--- src/rtl/conway_pkg.sv ---
// Shared constants and types for the Conway frame scan-out path.
// Grid geometry, cell word type and the scan FSM encoding.
package conway_pkg;

  localparam int unsigned WORD_BITS     = 20;
  localparam int unsigned WORDS_PER_ROW = 64;
  localparam int unsigned ROWS          = 1024;
  localparam int unsigned FRAME_WORDS   = WORDS_PER_ROW * ROWS;
  localparam int unsigned FRAME_CELLS   = FRAME_WORDS * WORD_BITS;

  typedef logic [WORD_BITS-1:0] cell_word_t;

  typedef enum logic [1:0] {
    StIdle,
    StRun,
    StDrain
  } scan_state_t;

endpackage

--- src/rtl/scan_fifo.sv ---
// Synchronous prefetch FIFO of cell words with flush, count, empty and full.
// DEPTH must be a power of two so the pointers wrap naturally.
module scan_fifo
  import conway_pkg::*;
#(
  parameter int unsigned DEPTH = 4
) (
  input  logic                   i_clk,
  input  logic                   i_reset,
  input  logic                   i_flush,
  input  logic                   i_push,
  input  cell_word_t             i_data,
  input  logic                   i_pop,
  output cell_word_t             o_data,
  output logic                   o_empty,
  output logic                   o_full,
  output logic [$clog2(DEPTH):0] o_count
);

  localparam int unsigned PtrBits = $clog2(DEPTH);

  logic [PtrBits-1:0] r_wr_ptr;
  logic [PtrBits-1:0] r_rd_ptr;
  logic [PtrBits:0]   r_count;
  cell_word_t         r_mem [DEPTH];
  logic               w_push;
  logic               w_pop;

  assign w_pop  = i_pop && (r_count != '0);
  // A push into a full FIFO is only legal when a pop frees the slot this cycle.
  assign w_push = i_push && ((r_count != (PtrBits + 1)'(DEPTH)) || w_pop);

  always_ff @(posedge i_clk) begin
    if (!i_reset || i_flush) begin
      r_wr_ptr <= '0;
      r_rd_ptr <= '0;
      r_count  <= '0;
    end else begin
      if (w_push) r_wr_ptr <= r_wr_ptr + PtrBits'(1);
      if (w_pop)  r_rd_ptr <= r_rd_ptr + PtrBits'(1);
      r_count <= r_count + (PtrBits + 1)'(w_push) - (PtrBits + 1)'(w_pop);
    end
  end

  always_ff @(posedge i_clk) begin
    if (w_push) r_mem[r_wr_ptr] <= i_data;
  end

  assign o_data  = r_mem[r_rd_ptr];
  assign o_empty = (r_count == '0);
  assign o_full  = (r_count == (PtrBits + 1)'(DEPTH));
  assign o_count = r_count;

  a_no_overflow: assert property (@(posedge i_clk) disable iff (!i_reset)
    !(i_push && !i_flush && o_full && !i_pop));

endmodule

--- src/rtl/cell_scanout.sv ---
// Display-side frame reader: fetches cell words over the B port, buffers them
// and serializes one cell (MSB first) per VGA pixel request.
module cell_scanout
  import conway_pkg::*;
#(
  parameter int unsigned ROW_WORDS    = WORDS_PER_ROW,
  parameter int unsigned GRID_ROWS    = ROWS,
  parameter int unsigned ADDR_BITS    = 16,
  parameter int unsigned FIFO_DEPTH   = 4,
  parameter int unsigned READ_LATENCY = 2
) (
  input  logic                 i_clk,
  input  logic                 i_reset,
  input  logic                 i_frame_start,
  input  logic                 i_pixel_req,
  output logic                 o_pixel_out,
  output logic                 o_pixel_valid,
  output logic                 o_underflow,
  output logic                 o_frame_done,
  output logic [ADDR_BITS-1:0] o_address_b,
  output logic                 o_read_b,
  input  cell_word_t           i_q_b,
  input  logic                 i_wait_request
);

  localparam int unsigned FrameWords  = ROW_WORDS * GRID_ROWS;
  localparam int unsigned FrameCells  = FrameWords * WORD_BITS;
  localparam int unsigned CntBits     = $clog2(FrameCells + 1);
  localparam int unsigned IdxBits     = $clog2(WORD_BITS);
  localparam int unsigned FifoCntBits = $clog2(FIFO_DEPTH) + 1;

  scan_state_t             r_state;
  scan_state_t             w_state_next;
  logic [ADDR_BITS-1:0]    r_addr;
  logic [READ_LATENCY-1:0] r_tag;
  cell_word_t              r_ser_word;
  logic [IdxBits-1:0]      r_ser_idx;
  logic                    r_ser_valid;
  logic [CntBits-1:0]      r_cell_cnt;
  logic                    r_pix_out;
  logic                    r_pix_valid;
  logic                    r_underflow;
  logic                    r_last;
  logic                    r_frame_done;

  int unsigned             w_inflight;
  logic [FifoCntBits-1:0]  w_fifo_count;
  logic                    w_fifo_empty;
  logic                    w_fifo_full;
  cell_word_t              w_fifo_head;
  logic                    w_read;
  logic                    w_accept;
  logic                    w_last_addr;
  logic                    w_push;
  logic                    w_pop;
  logic                    w_cells_done;
  logic                    w_service;
  logic                    w_avail;
  logic                    w_emit;
  logic                    w_last_cell;
  cell_word_t              w_cur_word;
  logic [IdxBits-1:0]      w_cur_idx;

  scan_fifo #(
    .DEPTH (FIFO_DEPTH)
  ) u_fifo (
    .i_clk   (i_clk),
    .i_reset (i_reset),
    .i_flush (i_frame_start),
    .i_push  (w_push),
    .i_data  (i_q_b),
    .i_pop   (w_pop),
    .o_data  (w_fifo_head),
    .o_empty (w_fifo_empty),
    .o_full  (w_fifo_full),
    .o_count (w_fifo_count)
  );

  always_comb begin
    w_inflight = 0;
    for (int i = 0; i < READ_LATENCY; i++) w_inflight += 32'(r_tag[i]);
  end

  assign w_last_addr = (r_addr == ADDR_BITS'(FrameWords - 1));
  assign w_read      = (r_state == StRun) && !i_frame_start &&
                       (32'(w_fifo_count) + w_inflight + 1 <= FIFO_DEPTH);
  assign w_accept    = w_read && !i_wait_request;
  assign w_push      = r_tag[READ_LATENCY-1] && !i_frame_start;

  // Once every cell is out, further requests are ignored until the next frame.
  assign w_cells_done = (r_cell_cnt == CntBits'(FrameCells));
  assign w_service    = i_pixel_req && !i_frame_start && (r_state != StIdle) && !w_cells_done;
  assign w_avail      = r_ser_valid || !w_fifo_empty;
  assign w_emit       = w_service && w_avail;
  assign w_cur_word   = r_ser_valid ? r_ser_word : w_fifo_head;
  assign w_cur_idx    = r_ser_valid ? r_ser_idx : IdxBits'(WORD_BITS - 1);
  // An empty serializer emits straight from the FIFO head, so there is never a bubble.
  assign w_pop        = w_emit && !w_fifo_empty && (!r_ser_valid || (r_ser_idx == '0));
  assign w_last_cell  = w_emit && (r_cell_cnt == CntBits'(FrameCells - 1));

  always_ff @(posedge i_clk) begin
    if (!i_reset) r_state <= StIdle;
    else          r_state <= w_state_next;
  end

  always_comb begin
    w_state_next = r_state;
    if (i_frame_start) begin
      w_state_next = StRun;
    end else begin
      unique case (r_state)
        StIdle:  w_state_next = StIdle;
        StRun:   if (w_accept && w_last_addr) w_state_next = StDrain;
        StDrain: if (r_frame_done) w_state_next = StIdle;
        default: w_state_next = StIdle;
      endcase
    end
  end

  always_ff @(posedge i_clk) begin
    if (!i_reset || i_frame_start) begin
      r_addr       <= '0;
      r_tag        <= '0;
      r_ser_word   <= '0;
      r_ser_idx    <= '0;
      r_ser_valid  <= 1'b0;
      r_cell_cnt   <= '0;
      r_pix_out    <= 1'b0;
      r_pix_valid  <= 1'b0;
      r_underflow  <= 1'b0;
      r_last       <= 1'b0;
      r_frame_done <= 1'b0;
    end else begin
      if (w_accept && !w_last_addr) r_addr <= r_addr + ADDR_BITS'(1);
      r_tag[0] <= w_accept;
      for (int i = 1; i < READ_LATENCY; i++) r_tag[i] <= r_tag[i-1];

      if (w_emit) begin
        if (!r_ser_valid) begin
          r_ser_word  <= w_fifo_head;
          r_ser_idx   <= IdxBits'(WORD_BITS - 2);
          r_ser_valid <= 1'b1;
        end else if (r_ser_idx == '0) begin
          r_ser_word  <= w_fifo_head;
          r_ser_idx   <= IdxBits'(WORD_BITS - 1);
          r_ser_valid <= !w_fifo_empty;
        end else begin
          r_ser_idx <= r_ser_idx - IdxBits'(1);
        end
        r_cell_cnt <= r_cell_cnt + CntBits'(1);
      end

      r_pix_valid  <= w_service;
      r_pix_out    <= w_emit && w_cur_word[w_cur_idx];
      if (w_service && !w_avail) r_underflow <= 1'b1;
      r_last       <= w_last_cell;
      r_frame_done <= r_last;
    end
  end

  assign o_pixel_out   = r_pix_out;
  assign o_pixel_valid = r_pix_valid;
  assign o_underflow   = r_underflow;
  assign o_frame_done  = r_frame_done;
  assign o_address_b   = r_addr;
  assign o_read_b      = w_read;

endmodule

--- config.mk ---
export PLATFORM = sky130hd
export DESIGN_NAME = cell_scanout
export DESIGN_NICKNAME = d
export VERILOG_FILES = /design/src/rtl/conway_pkg.sv /design/src/rtl/scan_fifo.sv /design/src/rtl/cell_scanout.sv
export SDC_FILE = /design/constraint.sdc
export NUM_CORES = 1
export LEC_CHECK = 0
export CAP_MARGIN = 20
export CELL_PAD_IN_SITES_DETAIL_PLACEMENT = 0
export CELL_PAD_IN_SITES_GLOBAL_PLACEMENT = 2
export CORE_ASPECT_RATIO = 0.8
export CORE_MARGIN = 5
export CORE_UTILIZATION = 40
export CTS_CLUSTER_SIZE = 8
export DETAILED_ROUTE_END_ITERATION = 7
export GPL_ROUTABILITY_DRIVEN = 0
export GPL_TIMING_DRIVEN = 0
export HOLD_SLACK_MARGIN = 0.1
export PLACE_DENSITY_LB_ADDON = 0.12
export SLEW_MARGIN = 40
export SYNTH_ARGS = -nofsm -noshare
export SYNTH_HDL_FRONTEND = slang
export SYNTH_SLANG_ARGS = --single-unit
export TNS_END_PERCENT = 50
--- constraint.sdc ---
create_clock -name i_clk -period 10.4 [get_ports i_clk]
set_input_delay 1.04 -clock i_clk [delete_from_list [all_inputs] [get_ports i_clk]]
set_output_delay 1.04 -clock i_clk [all_outputs]
set_load 0.03 [all_outputs]
==> results.md <==
- M3 GR Usage: 0.0381
- Post-synth EDFFs: 80
- Worst Path Max Fanout: 6
- P_int: 0.999 mW
- Layout Nets: 682
- Number of global-route vias before repair: 4790
- Synth warnings: 0
- Overall routed net length: 15.7 mm
- Die height: 128 um
- Worst skew pair latency: 0.43 ns
- Final Instance Area: 0.00834 mm^2
- Final period util: 0.409
- Post-Syn Instances: 565
- Hold Path Class: reg2reg
- Total track usage: 0.167
- TritonRoute pass-1 iters: 5
- Synth top area share: 0.347
- H-tree depth: 4
- Post-CTS Setup Bufs: 0
- Flop pwr share: 0.510
- Avg WL per Cell: 17.9 um
- CP peak stage delay: 0.72 ns
- Via density: 5.43
- Largest net degree at the start of global routing: 19
- Slew Viols, Final: 0
- Vias: 4772
- Synth-to-layout area growth: 20.5%
- PortBufs: 45
- Final setup vio count: 0
- Setup TNS: 0 ns
- Fraction of layout cells with a size suffix above 1: 0.138
- Status: finished, final reports clean
- Net switching fraction of the power: 0.234
- Full die area: 0.0201 mm^2
- Ys async rst share: 0
- CP Data Arrival Time: 3.21 ns
- Grt met1 use: 0.242
- Final Hold Viols: 0
- Worst setup margin: 6.15 ns
- Yosys reg bits: 161
- Row Count: 43
- Pre-CTS setup slack: 5.93 ns
- CTS sink count: 161
- Syn Area/Cell: 12.3 um^2
- Layout Cells excl Fill: 879
- Maximum clock insertion buffer count: 2
- Crit path kind: reg2out
- Ports: 46
- Clock root cell: clkbuf_16
- DP Area: 0.00776 mm^2
- Rel. slew slack: 0.435
- Most instantiated cells after synthesis: 81 x dfxtp_1, 80 x edfxtp_1, 44 x nor2_1, 36 x nand2_1, 34 x a21oi_1
- Peak VDD IR: 0.0000823 V
- Initial antenna violation count: 0
- Worst hold slack: 0.457 ns
- # DRC: 0
- DIE WIDTH: 157 um
- Power per cell area: 156 mW/mm^2
- DR iter-0 viols: 287
- Net Sw Power: 0.305 mW
- GR met2 Demand/Resource: 0.251
- Top cells by area, synth: edfxtp_1 35%, dfxtp_1 23%, mux4_2 7.8%, mux2i_1 3.5%, ha_1 2.5%
- Most used DFF post-synth: dfxtp_1
- Final min period: 4.25 ns
- Aggregate global routing overflow: 0
- Count of cell types in the netlist: 55
- Max Freq: 235 MHz
- Worst slew pin tran: 0.848 ns
- Placed insts: 847
- Clock transition at path regs: 0.07 ns
- RSZ-0062 raised after global routing: false
- Placed wire-length estimate: 11.0 mm
- Fill count: 1537
- Synth Cell Area: 0.00692 mm^2
- Leakage: 2.84 nW
- Crit-path cells: inv_1 > ha_1 > inv_1 > ha_1 > inv_1 > fa_1 > nor2b_1 > o22ai_1 > nor3_1 > clkdlybuf4s50_1
- Crit path required time: 9.36 ns
- Post-synth top area cell: edfxtp_1
- Worst path most repeated cell: inv_1
- CP max stage cell: clkdlybuf4s50_1
- CTS resizes: 0
- First-pass GRT wire length: 25.7 mm
- Core area: 0.0172 mm^2
- Leading cell type by number of instances after synthesis: dfxtp_1
- Total CTS buffers: 17
- Worst setup SP type: flip-flop
- Clock share of power: 0.466
- GRT busiest layer: met2
- CTS tree: built
- Hold buffer count at CTS: 0
- Initial core utilization: 0.403
- Syn Nets: 606
- Maxcap violations: 0
- Worst Skew: 0.0138 ns
- Antenna viol nets, final: 0
- Antenna cells: 0
- Register area share after synthesis: 0.581
- Gate power share: 0.023
- Worst Setup End Kind: primary output
-- logic make-up after synthesis --
kind of cell	Yosys count	synth area share
compound gates	95	0.0884
xor+xnor	7	0.00885
fa+ha+maj	16	0.0311
buf+inv	47	0.0284
flops	161	0.581
mux	50	0.117
simple gates	189	0.146
-- critical path: cells and delay by family, from the launching register on --
kind | cells | cell delay (ns)
adders and majority gates | 3 | 0.90
and+or+nand+nor | 2 | 0.36
buffers and inverters | 4 | 0.93
AOI/OAI and AO/OA | 1 | 0.17
DFF | 1 | 0.44
-- registers in the layout, indices dropped and copies added, names as in the netlist, named ones only --
register,flops
o_pixel_valid,1
u_fifo.r_wr_ptr,2
r_cell_cnt,21
o_frame_done,1
u_fifo.r_mem,80
o_underflow,1
r_ser_word,20
u_fifo.o_count,3
r_ser_valid,1
r_ser_idx,5
o_pixel_out,1
r_last,1
u_fifo.r_rd_ptr,2
r_tag,2
o_address_b,16
r_state,2
-- layer usage --
metal  routed length, um  vias up  share of wire
met5                   0        -              0
met4                 193        0          0.012
met3                 584       17          0.037
met2                7130       86           0.45
met1                7810     2373           0.50
li1                    -     2296              -
-- metrics by stage --
stage,utilization,power [mW]
CTS,0.486,1.32
detailed placement,0.452,0.711
floorplan,-,0.691
global route,0.486,1.36
finish,0.486,1.30
global placement,0.446,0.709
-- layout by cell type (no fill, tap or decap), drive strengths merged, types with 19 or more instances in the layout --
cell and count:
dfxtp 81, edfxtp 80, clkdlybuf4s50 45, nor2 44, clkbuf 37, nand2 36
a21oi 34, inv 28, o21ai 26, mux4 24, mux2i 24, or3 23
buf 20, nand3 19
-- cell type report --
cell class	count	area [um^2]	share of cell area
tap	225	282	0.0337
sequential	161	4020	0.482
multi-input combinational	357	2730	0.328
clock buffer	17	425	0.0510
buffer	28	128	0.0153
clock inverter	15	159	0.0190
inverter	19	71.3	0.00855
timing repair buffer	57	520	0.0624
-- power groups by stage --
stage | clock network, mW | registers, mW | logic, mW
final | 0.608 | 0.665 | 0.0304
after global placement | 0 | 0.680 | 0.0297
after detailed placement | 0 | 0.680 | 0.0309
after global routing | 0.658 | 0.665 | 0.0330
after floorplan | 0 | 0.680 | 0.0103
after CTS | 0.626 | 0.665 | 0.0311
-- path summary, 6_finish.rpt --
kind | cells after the start | endpoint | slack [ns] | startpoint
setup / recovery | 10 | o_read_b | 6.15 | u_fifo.o_count[0]
hold / removal | 1 | o_frame_done | 0.46 | r_last
setup reg to reg | 12 | u_fifo.o_count[2] | 6.88 | r_cell_cnt[2]
hold reg to reg | 1 | o_frame_done | 0.46 | r_last
Power figures use the tool's default switching activity.
